--- config.mk ---
export PLATFORM = sky130hd
export DESIGN_NAME = soc_periph_subsys
export DESIGN_NICKNAME = d
export VERILOG_FILES = /design/src/rtl/soc_periph_subsys.sv
export SDC_FILE = /design/constraint.sdc
export NUM_CORES = 1
export LEC_CHECK = 0
export BUFFER_PORTS_ARGS = -buffer_cell sky130_fd_sc_hd__buf_4
export CAP_MARGIN = 5
export CELL_PAD_IN_SITES_DETAIL_PLACEMENT = 1
export CELL_PAD_IN_SITES_GLOBAL_PLACEMENT = 1
export CORE_MARGIN = 8
export CORE_UTILIZATION = 34
export CTS_CLUSTER_SIZE = 16
export DETAILED_ROUTE_END_ITERATION = 6
export PLACE_DENSITY_LB_ADDON = 0.1
export SLEW_MARGIN = 20
export SYNTH_ARGS = -nofsm -noshare
export SYNTH_HDL_FRONTEND = slang
export SYNTH_SLANG_ARGS = --single-unit
--- constraint.sdc ---
create_clock -name clk_i -period 2.45 [get_ports clk_i]
set_input_delay 0.245 -clock clk_i [delete_from_list [all_inputs] [get_ports clk_i]]
set_output_delay 0.245 -clock clk_i [all_outputs]
set_load 0.02 [all_outputs]
--- src/rtl/soc_periph_subsys.sv ---
// rtl/soc_periph_subsys.sv - APB3 peripheral block: GPIO bank, prescaled 32-bit timer, IRQ aggregator.
// Zero-wait-state slave; all state in one clock domain, synchronous active-high reset.
module soc_periph_subsys #(
  parameter int          NumGpio   = 16,
  parameter int          AddrWidth = 12,
  parameter logic [31:0] IdValue   = 32'h50E1_0001
) (
  input  logic                 clk_i,
  input  logic                 rst_i,
  input  logic                 psel_i,
  input  logic                 penable_i,
  input  logic                 pwrite_i,
  input  logic [AddrWidth-1:0] paddr_i,
  input  logic [31:0]          pwdata_i,
  output logic [31:0]          prdata_o,
  output logic                 pready_o,
  output logic                 pslverr_o,
  input  logic [NumGpio-1:0]   gpio_i,
  output logic [NumGpio-1:0]   gpio_o,
  output logic [NumGpio-1:0]   gpio_oe_o,
  output logic                 irq_o
);

  localparam int WW = AddrWidth - 2;
  localparam logic [WW-1:0] A_ID      = WW'(0);
  localparam logic [WW-1:0] A_OUT     = WW'(1);
  localparam logic [WW-1:0] A_OE      = WW'(2);
  localparam logic [WW-1:0] A_IN      = WW'(3);
  localparam logic [WW-1:0] A_CTRL    = WW'(4);
  localparam logic [WW-1:0] A_CNT     = WW'(5);
  localparam logic [WW-1:0] A_CMP     = WW'(6);
  localparam logic [WW-1:0] A_STATUS  = WW'(7);
  localparam logic [WW-1:0] A_IRQ_EN  = WW'(8);
  localparam logic [WW-1:0] A_RISE_EN = WW'(9);

  logic [NumGpio-1:0] r_gpio_out, r_gpio_oe, r_rise_en;
  logic [NumGpio-1:0] r_sync1, r_sync2, r_sync2_q;
  logic               r_tmr_en, r_tmr_ar;
  logic [7:0]         r_tmr_pre, r_pre_cnt;
  logic [31:0]        r_cnt, r_cmp;
  logic [1:0]         r_status, r_irq_en;
  logic               r_irq;

  logic [WW-1:0] w_word;
  logic          w_access, w_mapped, w_ro, w_we;
  logic          w_tick, w_cnt_wr, w_match_set, w_gpio_set;
  logic [1:0]    w_set, w_clr;
  logic [31:0]   w_rdata;
  logic          w_unused;

  assign w_word   = paddr_i[AddrWidth-1:2];
  assign w_access = psel_i & penable_i;
  assign w_mapped = (w_word <= A_RISE_EN);
  assign w_ro     = (w_word == A_ID) | (w_word == A_IN);
  assign w_we     = w_access & pwrite_i & w_mapped & ~w_ro;
  assign w_unused = ^paddr_i[1:0];

  assign pready_o  = 1'b1;
  assign pslverr_o = w_access & (~w_mapped | (pwrite_i & w_ro));
  assign prdata_o  = w_access ? w_rdata : 32'h0;

  always_comb begin
    w_rdata = 32'h0;
    case (w_word)
      A_ID:      w_rdata = IdValue;
      A_OUT:     w_rdata = 32'(r_gpio_out);
      A_OE:      w_rdata = 32'(r_gpio_oe);
      A_IN:      w_rdata = 32'(r_sync2);
      A_CTRL:    w_rdata = {16'h0, r_tmr_pre, 6'h0, r_tmr_ar, r_tmr_en};
      A_CNT:     w_rdata = r_cnt;
      A_CMP:     w_rdata = r_cmp;
      A_STATUS:  w_rdata = {30'h0, r_status};
      A_IRQ_EN:  w_rdata = {30'h0, r_irq_en};
      A_RISE_EN: w_rdata = 32'(r_rise_en);
      default:   w_rdata = 32'h0;
    endcase
  end

  // A software CNT write swallows a coincident tick, including its match.
  assign w_tick      = r_tmr_en & (r_pre_cnt == r_tmr_pre);
  assign w_cnt_wr    = w_we & (w_word == A_CNT);
  assign w_match_set = w_tick & ~w_cnt_wr & (r_cnt == r_cmp);
  assign w_gpio_set  = |(r_sync2 & ~r_sync2_q & r_rise_en);
  assign w_set       = {w_gpio_set, w_match_set};
  assign w_clr       = (w_we && w_word == A_STATUS) ? pwdata_i[1:0] : 2'b00;

  always_ff @(posedge clk_i) begin
    if (rst_i) begin
      r_gpio_out <= '0;
      r_gpio_oe  <= '0;
      r_rise_en  <= '0;
      r_sync1    <= '0;
      r_sync2    <= '0;
      r_sync2_q  <= '0;
      r_tmr_en   <= 1'b0;
      r_tmr_ar   <= 1'b0;
      r_tmr_pre  <= 8'h0;
      r_pre_cnt  <= 8'h0;
      r_cnt      <= 32'h0;
      r_cmp      <= 32'h0;
      r_status   <= 2'b00;
      r_irq_en   <= 2'b00;
      r_irq      <= 1'b0;
    end else begin
      r_sync1   <= gpio_i;
      r_sync2   <= r_sync1;
      r_sync2_q <= r_sync2;

      if (w_we && w_word == A_OUT)     r_gpio_out <= pwdata_i[NumGpio-1:0];
      if (w_we && w_word == A_OE)      r_gpio_oe  <= pwdata_i[NumGpio-1:0];
      if (w_we && w_word == A_RISE_EN) r_rise_en  <= pwdata_i[NumGpio-1:0];
      if (w_we && w_word == A_IRQ_EN)  r_irq_en   <= pwdata_i[1:0];
      if (w_we && w_word == A_CMP)     r_cmp      <= pwdata_i;
      if (w_we && w_word == A_CTRL) begin
        r_tmr_en  <= pwdata_i[0];
        r_tmr_ar  <= pwdata_i[1];
        r_tmr_pre <= pwdata_i[15:8];
      end

      if (!r_tmr_en || w_tick) r_pre_cnt <= 8'h0;
      else                     r_pre_cnt <= r_pre_cnt + 8'h1;

      if (w_cnt_wr)                     r_cnt <= pwdata_i;
      else if (w_match_set && r_tmr_ar) r_cnt <= 32'h0;
      else if (w_tick)                  r_cnt <= r_cnt + 32'h1;

      r_status <= (r_status & ~w_clr) | w_set;
      r_irq    <= |(r_status & r_irq_en);
    end
  end

  assign gpio_o    = r_gpio_out;
  assign gpio_oe_o = r_gpio_oe;
  assign irq_o     = r_irq;

endmodule

==> flow_summary.toml, run 1 <==
[detailed_routing]
wl_per_cell_um = 21.6
drt-pass1-iter-count = 5
drc_errors = 0
final_antenna_net_count = 0
drt-initial-drc-count = 589
vias = 8292
viasPerCell = 5.58
routed_wl_mm = 32.1

[sta]
hold_violations = 0
slew-limit-headroom = 0.439
min_period_ps = 2340
clock_skew_ps = 16.9
setup_ws_ps = 108
report.final.slew_viol_count = 0
rsz0062_at_grt = "no"
fmax_mhz = 427
setup_viol = 0
min_period_over_period = 0.956
tightest_slew_ps = 842

[final_layout]
fillerInstances = 3068
finalNetCount = 1206
antennaDiodeCount = 0
fin_cells = 1487
syn_to_final_growth_pct = 24.9
drive_gt1_frac = 0.216

[setup_path]
worstPathArrival_ps = 2100
cpPeakStageDelay_ps = 600
end_kind = "output pin"
cp.buffers_inverters = 3
critPathMaxFanout = 14
critical-path-slowest-cell = "or4_4"
cpMostUsedCell = "buf_4"
critPathKind = "input port to output pin"
startpoint_type = "input port"
crit_path_cell_trace = "buf_4 -> or4_4 -> nor4_4 -> buf_12 -> a222oi_1 -> a21oi_1 -> buf_4"
critical_path_required_ps = 2200
critPathTopFamily = "simple AND/OR/NAND/NOR gates"

[cts]
clockBufferDepth = 2
cts_setup_buffers = 0
htreeDepth = 4
worstSkewPairLatency_ps = 440
numCtsBuffers = 17
clkTransAtPathRegs_ps = 90
cts_tree = "yes"
cts-root-buf = "clkbuf_16"
cts_sinks = 183

[power_and_ir_drop]
power_leakage_nw = 4.29
powerDensity_nw_per_um2 = 550
peakVddDrop_mv = 0.532

[place]
io_buffers = 128
place.gp.congestion = 0.796
dp_hpwl_mm = 23.3
numPlacedInstances = 1452
place_ws_ps = -101

[grt]
grt_pass1_vias = 8574
grt_usage = 0.201
grt_max_degree = 176
antenna_found_initial = 0
grt_overflow = 0
grt_pass1_wl_mm = 49.9

[synthesis]
synth.avg_cell_area_um2 = 8.74
yosys-mux-area-fraction = 0.107
synth_ff_type = "dfxtp_1"
ys_seq_area_frac = 0.408
synth_top_family_by_area = "simple AND/OR/NAND/NOR gates"
yosys.area_share.xor_xnor = 0.0585
synth-simple-area-share = 0.208
synth-edff-count = 0
syn_area_um2 = 8980
ys_warn_count = 0
ys_ff_latch = 183
syn_nets = 1095
synth_compound_area_frac = 0.163
synth_fa_ha_area_frac = 0.00279
yosysUniqueCellTypes = 51
syn_inst = 1028
async_reset_ff_frac = 0

[floorplan]
die_h_um = 179
fp.dieArea_um2 = 31900
core_um2 = 26000
initial_core_util = 0.346
fp-row-count = 59
ios = 132
die_w_um = 179

[run]
drv_cap = 0

[status]
status = "complete, no violations"

[worst_hold_path]
hold_path_class = "input port to flop"
## metal layers
layer  track usage  routed length [µm]  up-vias
met5             0                   0        -
met4        0.0558                 591        0
met3        0.0351                1590       40
met2         0.323               14900      203
met1         0.271               15100     4122
li1              -                   -     3927
## path summary, 6_finish.rpt
check,from,to,slack (ps),cells after the start
hold reg to reg,r_sync1[1]$_SDFF_PP0_,r_sync2[1]$_SDFF_PP0_,440,1
hold / removal,gpio_i[12],r_sync1[12]$_SDFF_PP0_,6,2
setup reg to reg,r_cnt[9]$_SDFFE_PP0P_,r_cnt[7]$_SDFFE_PP0P_,190,6
setup / recovery,paddr_i[9],prdata_o[7],110,7
## synthesized netlist by cell type (all sizes together) (11+ instances only)
| cell type | number | area (µm²) |
|---|---|---|
| clkbuf | 79 | 297 |
| and3 | 16 | 100 |
| inv | 12 | 45.0 |
| a222oi | 14 | 140 |
| buf | 19 | 121 |
| nand2 | 58 | 218 |
| nor2b | 48 | 300 |
| o31a | 11 | 96.3 |
| a21oi | 56 | 280 |
| o22ai | 16 | 100 |
| nand3 | 35 | 175 |
| mux2i | 77 | 771 |
| xnor2 | 14 | 123 |
| o32ai | 21 | 184 |
| a22oi | 25 | 188 |
| dfxtp | 183 | 3660 |
| nor2 | 130 | 488 |
| mux2 | 17 | 191 |
| a22o | 14 | 123 |
| xor2 | 46 | 403 |
| nor4 | 29 | 215 |
| nand4 | 18 | 113 |
| o21ai | 20 | 100 |
| a31oi | 12 | 75.1 |
## timing repair
action | 4_1_cts | 5_1_grt
endpoints found under the hold margin | 3 | 0
setup endpoints to repair | 10 | 0
hold buffers | 3 | 0
gates resized for setup | 2 | 0
## stage by stage
stage	hold slack, ps	util	area (µm²)	TNS (ps)	power (mW)
final	6.43	0.432	11200	0	6.16
after global routing	4.85	0.432	11200	0	6.37
after global placement	425	0.406	10600	-757	3.37
after detailed placement	428	0.406	10600	-2850	3.37
after floorplan	373	-	8980	0	3.20
after CTS	0.182	0.432	11200	0	6.22
## state kept, by name (all words and copies together) (netlist names), 16 cells and up
register and flops:
r_cmp 32, r_sync2_q 16, gpio_o 16, r_sync2 16, gpio_oe_o 16, r_sync1 16
r_rise_en 16, r_cnt 32
## kinds of logic after synthesis
logic type      count (synthesis)
buf+inv                       110
fa+ha+maj                       2
mux                            94
xor+xnor                       60
flops                         183
compound gates                211
simple gates                  367
other cells                     1
## power by group
group          internal, mW  switching [mW]  leakage (nW)
registers              3.00          0.0149          1.48
clock network          1.42            1.45         0.300
logic                 0.117           0.166          2.51
## cells in the final DEF (no fill, tap or decap), drive strengths merged, types with 16 or more instances in the layout
| master | count |
|---|---|
| buf | 187 |
| dfxtp | 183 |
| nor2 | 130 |
| mux2i | 77 |
| nand2 | 58 |
| a21oi | 56 |
| nor2b | 48 |
| xor2 | 46 |
| nand3 | 35 |
| nor4 | 29 |
| a22oi | 25 |
| o32ai | 21 |
| o21ai | 20 |
| nand4 | 18 |
| clkbuf | 18 |
| mux2 | 17 |
| inv | 17 |
| and3 | 16 |
| o22ai | 16 |
## worst reg2reg max path: stages, from the launching register on
cell and delay (ps):
dfxtp_1 470, xor2_1 180, nor4_1 420, nand4_1 320
o311ai_4 380, buf_12 230, o32ai_1 100
## area by class of cell
class | instances | area [µm²] | area share
flip-flops and latches | 183 | 3660 | 0.327
inverters | 12 | 45.0 | 0.00402
clock inverters | 14 | 183 | 0.0163
well taps | 335 | 419 | 0.0374
clock buffers | 18 | 439 | 0.0392
multi-input cells | 735 | 4920 | 0.438
repair buffers | 190 | 1550 | 0.138
Power figures use the tool's default switching activity.
==> run 2, diff against run 1 <==
Clock period 2.45 ns to 2 ns, I/O delays scaled along.
==> flow_summary.toml, run 2 (synthesized netlist as in run 1, its figures left out) <==
[status]
status = "finished, violations left"
violations = "setup timing"

[grt]
grt_max_degree = 122
grt_pass1_wl_mm = 53.5
grt_overflow = 0
grt_pass1_vias = 9102
grt_usage = 0.218
antenna_found_initial = 0

[worst_hold_path]
hold_path_depth = 3
hold_path_class = "input port to flop"
hold_path_startpoint = "pwdata_i[30]"
min_to = "r_cmp[30]$_SDFFE_PP0P_"

[cts]
cts_tree = "yes"
cts-root-buf = "clkbuf_16"
cts_sinks = 183
clkTransAtPathRegs_ps = 80
htreeDepth = 4
numCtsBuffers = 17
worstSkewPairLatency_ps = 450
clockBufferDepth = 2

[sta]
setup_viol = 46
hold_violations = 0
tightest_slew_ps = 774
min_period_over_period = 1.06
min_period_ps = 2120
clock_skew_ps = 20.0
slew-limit-headroom = 0.484
setup_ws_ps = -115
fmax_mhz = 473
report.final.slew_viol_count = 0
rsz0062_at_grt = "yes"
hold_ws_ps = 8.19
finalSetupTns_ps = -2360

[setup_path]
ff2ff_path_depth = 7
r2r_end = "r_cnt[16]$_SDFFE_PP0P_"
worstSetupStartpoint = "paddr_i[9]"
end_kind = "output pin"
critPathMaxFanout = 9
worstPathArrival_ps = 1920
timing.reg2reg.setup_slack_ps = -50
critical_path_required_ps = 1800
critPathKind = "input port to output pin"
startpoint_type = "input port"
timing.rr.start = "r_cnt[28]$_SDFFE_PP0P_"

[power_and_ir_drop]
power_leakage_nw = 4.98
powerDensity_nw_per_um2 = 605
finalPower_mw = 7.76
peakVddDrop_mv = 0.409

[place]
numPlacedInstances = 1511
io_buffers = 128
place_ws_ps = -308
place.gp.congestion = 0.830
dp_hpwl_mm = 24.3
dpl-instance-area_um2 = 11100

[detailed_routing]
vias = 8831
drt-pass1-iter-count = 7
final_antenna_net_count = 0
wl_per_cell_um = 22.6
drt-initial-drc-count = 638
drc_errors = 0
viasPerCell = 5.56
routed_wl_mm = 35.9

[floorplan]
die_w_um = 179
die_h_um = 179
ios = 132
core_um2 = 26000
fp-row-count = 59
initial_core_util = 0.346
fp.dieArea_um2 = 31900

[final_layout]
fillerInstances = 2929
antennaDiodeCount = 0
syn_to_final_growth_pct = 42.9
ff_latch_area_um2 = 3680
mostFrequentLayoutCells = "buf_4 (213), dfxtp_1 (170), nor2_1 (120)"
multi_input_area_um2 = 5400
fin_cells = 1587
biggestRegsByFlops = "r_cmp: 32 flops, r_cnt: 32 flops"
fin_area_um2 = 12800
final_common_cell = "buf_4"
final_util = 0.494
finalNetCount = 1306
drive_gt1_frac = 0.345

[run]
drv_cap = 0
[run 2: cell types whose count changed in the layout (fill, tap and decap cells not counted), sizes merged]
| cell | previous run | this run |
|---|---|---|
| buf | 187 | 265 |
| bufbuf | 0 | 1 |
| clkbuf | 18 | 19 |
| clkinv | 9 | 6 |
| dlygate4sd3 | 3 | 22 |
| inv | 17 | 21 |
[run 2: worst max-delay path by stage]
stage	to	slack [ps]	depth (start not counted)
2_1_floorplan	gpio_oe_o[10]$_SDFFE_PP0P_	-70	8
4_1_cts	prdata_o[13]	-100	4
6_report	pslverr_o	-120	9
5_1_grt	prdata_o[5]	-170	8
3_5_place_dp	r_cmp[23]$_SDFFE_PP0P_	-310	7
3_3_place_gp	r_cmp[28]$_SDFFE_PP0P_	-230	7
[run 2: cell type report]
class                   count  share of cell area
clock buffers              17              0.0331
inverters                  12             0.00351
repair buffers            290               0.207
well taps                 335              0.0326
multi-input cells         735               0.421
clock inverters            15              0.0165
flip-flops and latches    183               0.287
[run 2: layer usage]
layer,vias to the layer above,share of wire,global-route usage
met5,-,0,0
met4,0,0.011,0.0592
met3,28,0.050,0.0434
met2,223,0.49,0.368
met1,4446,0.45,0.278
li1,4134,-,-
[run 2: where the power goes]
| part | internal (mW) | total (mW) | switching (mW) |
|---|---|---|---|
| sequential | 3.68 | 3.69 | 0.0183 |
| combinational | 0.195 | 0.421 | 0.226 |
| clock | 1.76 | 3.65 | 1.89 |
| total | 5.63 | 7.76 | 2.14 |
[run 2: critical path, stage by stage]
cell and delay (ps):
buf_6 90, or4_4 630, nor4_4 200, buf_4 180, buf_12 130, a21oi_1 70, o21ai_1 110, and3_1 160
buf_4 140
[run 2: what timing repair did]
action,in CTS,in global routing
hold buffers,22,0
gates resized for setup,70,69
gates cloned,6,2
setup buffers,12,4
hold endpoints to repair,22,0
pin swaps,35,30
endpoints found under the setup margin,64,66
==> run 3, diff against run 2 <==
Settings changed: GPL_TIMING_DRIVEN set to 0, RECOVER_POWER set to 100.
==> flow_summary.toml, run 3 (synthesized netlist as in run 1, its figures left out) <==
[sta]
setup_viol = 63
fmax_mhz = 460
slew-limit-headroom = 0.395
min_period_over_period = 1.09
clock_skew_ps = 19.2
report.final.slew_viol_count = 0
setup_ws_ps = -175
finalSetupTns_ps = -5750
rsz0062_at_grt = "yes"
min_period_ps = 2180
tightest_slew_ps = 908
hold_violations = 0

[final_layout]
final_common_cell = "dfxtp_1"
biggestRegsByFlops = "r_cmp: 32 flops, r_cnt: 32 flops"
finalNetCount = 1302
antennaDiodeCount = 0
fin_area_um2 = 12800
final_util = 0.491
fin_cells = 1583
drive_gt1_frac = 0.317
mostFrequentLayoutCells = "dfxtp_1 (148), nor2_1 (119), buf_4 (113)"
syn_to_final_growth_pct = 42.2

[setup_path]
worstPathArrival_ps = 1980
end_kind = "output pin"
critPathKind = "input port to output pin"
critical_path_required_ps = 1800
startpoint_type = "input port"
critPathMaxFanout = 6
timing.reg2reg.setup_slack_ps = -90

[detailed_routing]
drc_errors = 0
wl_per_cell_um = 24.3
drt-initial-drc-count = 716
routed_wl_mm = 38.4
final_antenna_net_count = 0
viasPerCell = 5.68
drt-pass1-iter-count = 7
vias = 8998

[grt]
met1_usage = 0.316
grt_overflow = 0
grt_pass1_vias = 9168
grt_pass1_wl_mm = 56.9
grtUsageMet3 = 0.0508
grt_usage = 0.236
use_met2 = 0.376
antenna_found_initial = 0
grt_max_degree = 22
busiest_layer = "met2"

[power_and_ir_drop]
p_comb_frac = 0.058
powerDensity_nw_per_um2 = 600
p_int_mw = 5.56
power_frac_seq = 0.480
swShare = 0.275
power_leakage_nw = 4.73
peakVddDrop_mv = 0.408
clkPwrFrac = 0.462
switchingPower_mw = 2.11
finalPower_mw = 7.67

[worst_hold_path]
hold_path_class = "input port to flop"

[floorplan]
die_w_um = 179
ios = 132
initial_core_util = 0.346
fp.dieArea_um2 = 31900
die_h_um = 179
core_um2 = 26000
fp-row-count = 59

[cts]
clkTransAtPathRegs_ps = 90
cts_sinks = 183
cts-root-buf = "clkbuf_16"
cts_tree = "yes"
worstSkewPairLatency_ps = 450
numCtsBuffers = 17
htreeDepth = 4
clockBufferDepth = 2

[status]
violations = "setup timing"
status = "finished, violations left"

[place]
dp_hpwl_mm = 26.9
numPlacedInstances = 1487
place.gp.congestion = 0.890
dpl-instance-area_um2 = 10500
io_buffers = 123

[run]
drv_cap = 0
run 3: changes by cell type in the layout (fill, tap and decap cells not counted), moves of 9 or more:
cell and change:
dfxtp_1 -22, o32ai_1 -9, dfxtp_4 +12, o32ai_2 +9, buf_4 -100, clkbuf_1 +64, dfxtp_2 +10
run 3: final cells by class:
type                            count  area, µm²
Clock buffer                       17        425
Clock inverter                     15        191
Tap cell                          335        419
Buffer                             76        626
Multi-Input combinational cell    735       5570
Timing Repair Buffer              210       1750
Fill cell                        2960      13200
Inverter                           12       45.0
Sequential cell                   183       3740
run 3: worst max-delay path: stages:
cell      delay [ps]
buf_8            100
or4_4            610
nor4_4           250
buf_6            160
buf_12           110
buf_12           120
a222oi_1          90
a21oi_2          160
buf_4            160
run 3: worst paths after layout:
check | start | to | depth (start not counted)
setup / recovery | paddr_i[7] | prdata_o[11] | 9
hold / removal | pwdata_i[21] | r_cmp[21]$_SDFFE_PP0P_ | 3
setup reg to reg | r_cmp[9]$_SDFFE_PP0P_ | r_cnt[3]$_SDFFE_PP0P_ | 8
hold reg to reg | r_sync1[11]$_SDFF_PP0_ | r_sync2[11]$_SDFF_PP0_ | 1
run 3: routing by layer:
layer / share of wire / vias to the layer above / wire length, µm
met2: 0.47 / 320 / 18000
met3: 0.061 / 50 / 2340
met5: 0 / - / 0
met1: 0.45 / 4505 / 17400
met4: 0.018 / 0 / 698
li1: - / 4123 / -
run 3: metrics by stage:
step           hold slack [ps]  setup WS, ps
6_report                  5.07          -175
5_1_grt                  -3.76          -230
4_1_cts                  0.244          -186
3_5_place_dp               418          -935
3_3_place_gp               413         -1280
2_1_floorplan              328         -72.6
run 3: what timing repair did:
| action | 4_1_cts | 5_1_grt |
|---|---|---|
| pin swaps | 43 | 39 |
| setup endpoints to repair | 140 | 132 |
| gates cloned | 7 | 0 |
| hold buffers | 24 | 1 |
| gates resized for setup | 199 | 92 |
| endpoints found under the hold margin | 24 | 1 |
| setup buffers | 36 | 18 |
run 3: power groups by stage:
stage               combinational (mW)  sequential, mW  clock, mW
floorplan                        0.146            3.77          0
global placement                 0.361            3.78          0
detailed placement               0.366            3.78          0
CTS                              0.432            3.69       3.60
global route                     0.474            3.68       3.76
finish                           0.448            3.68       3.54
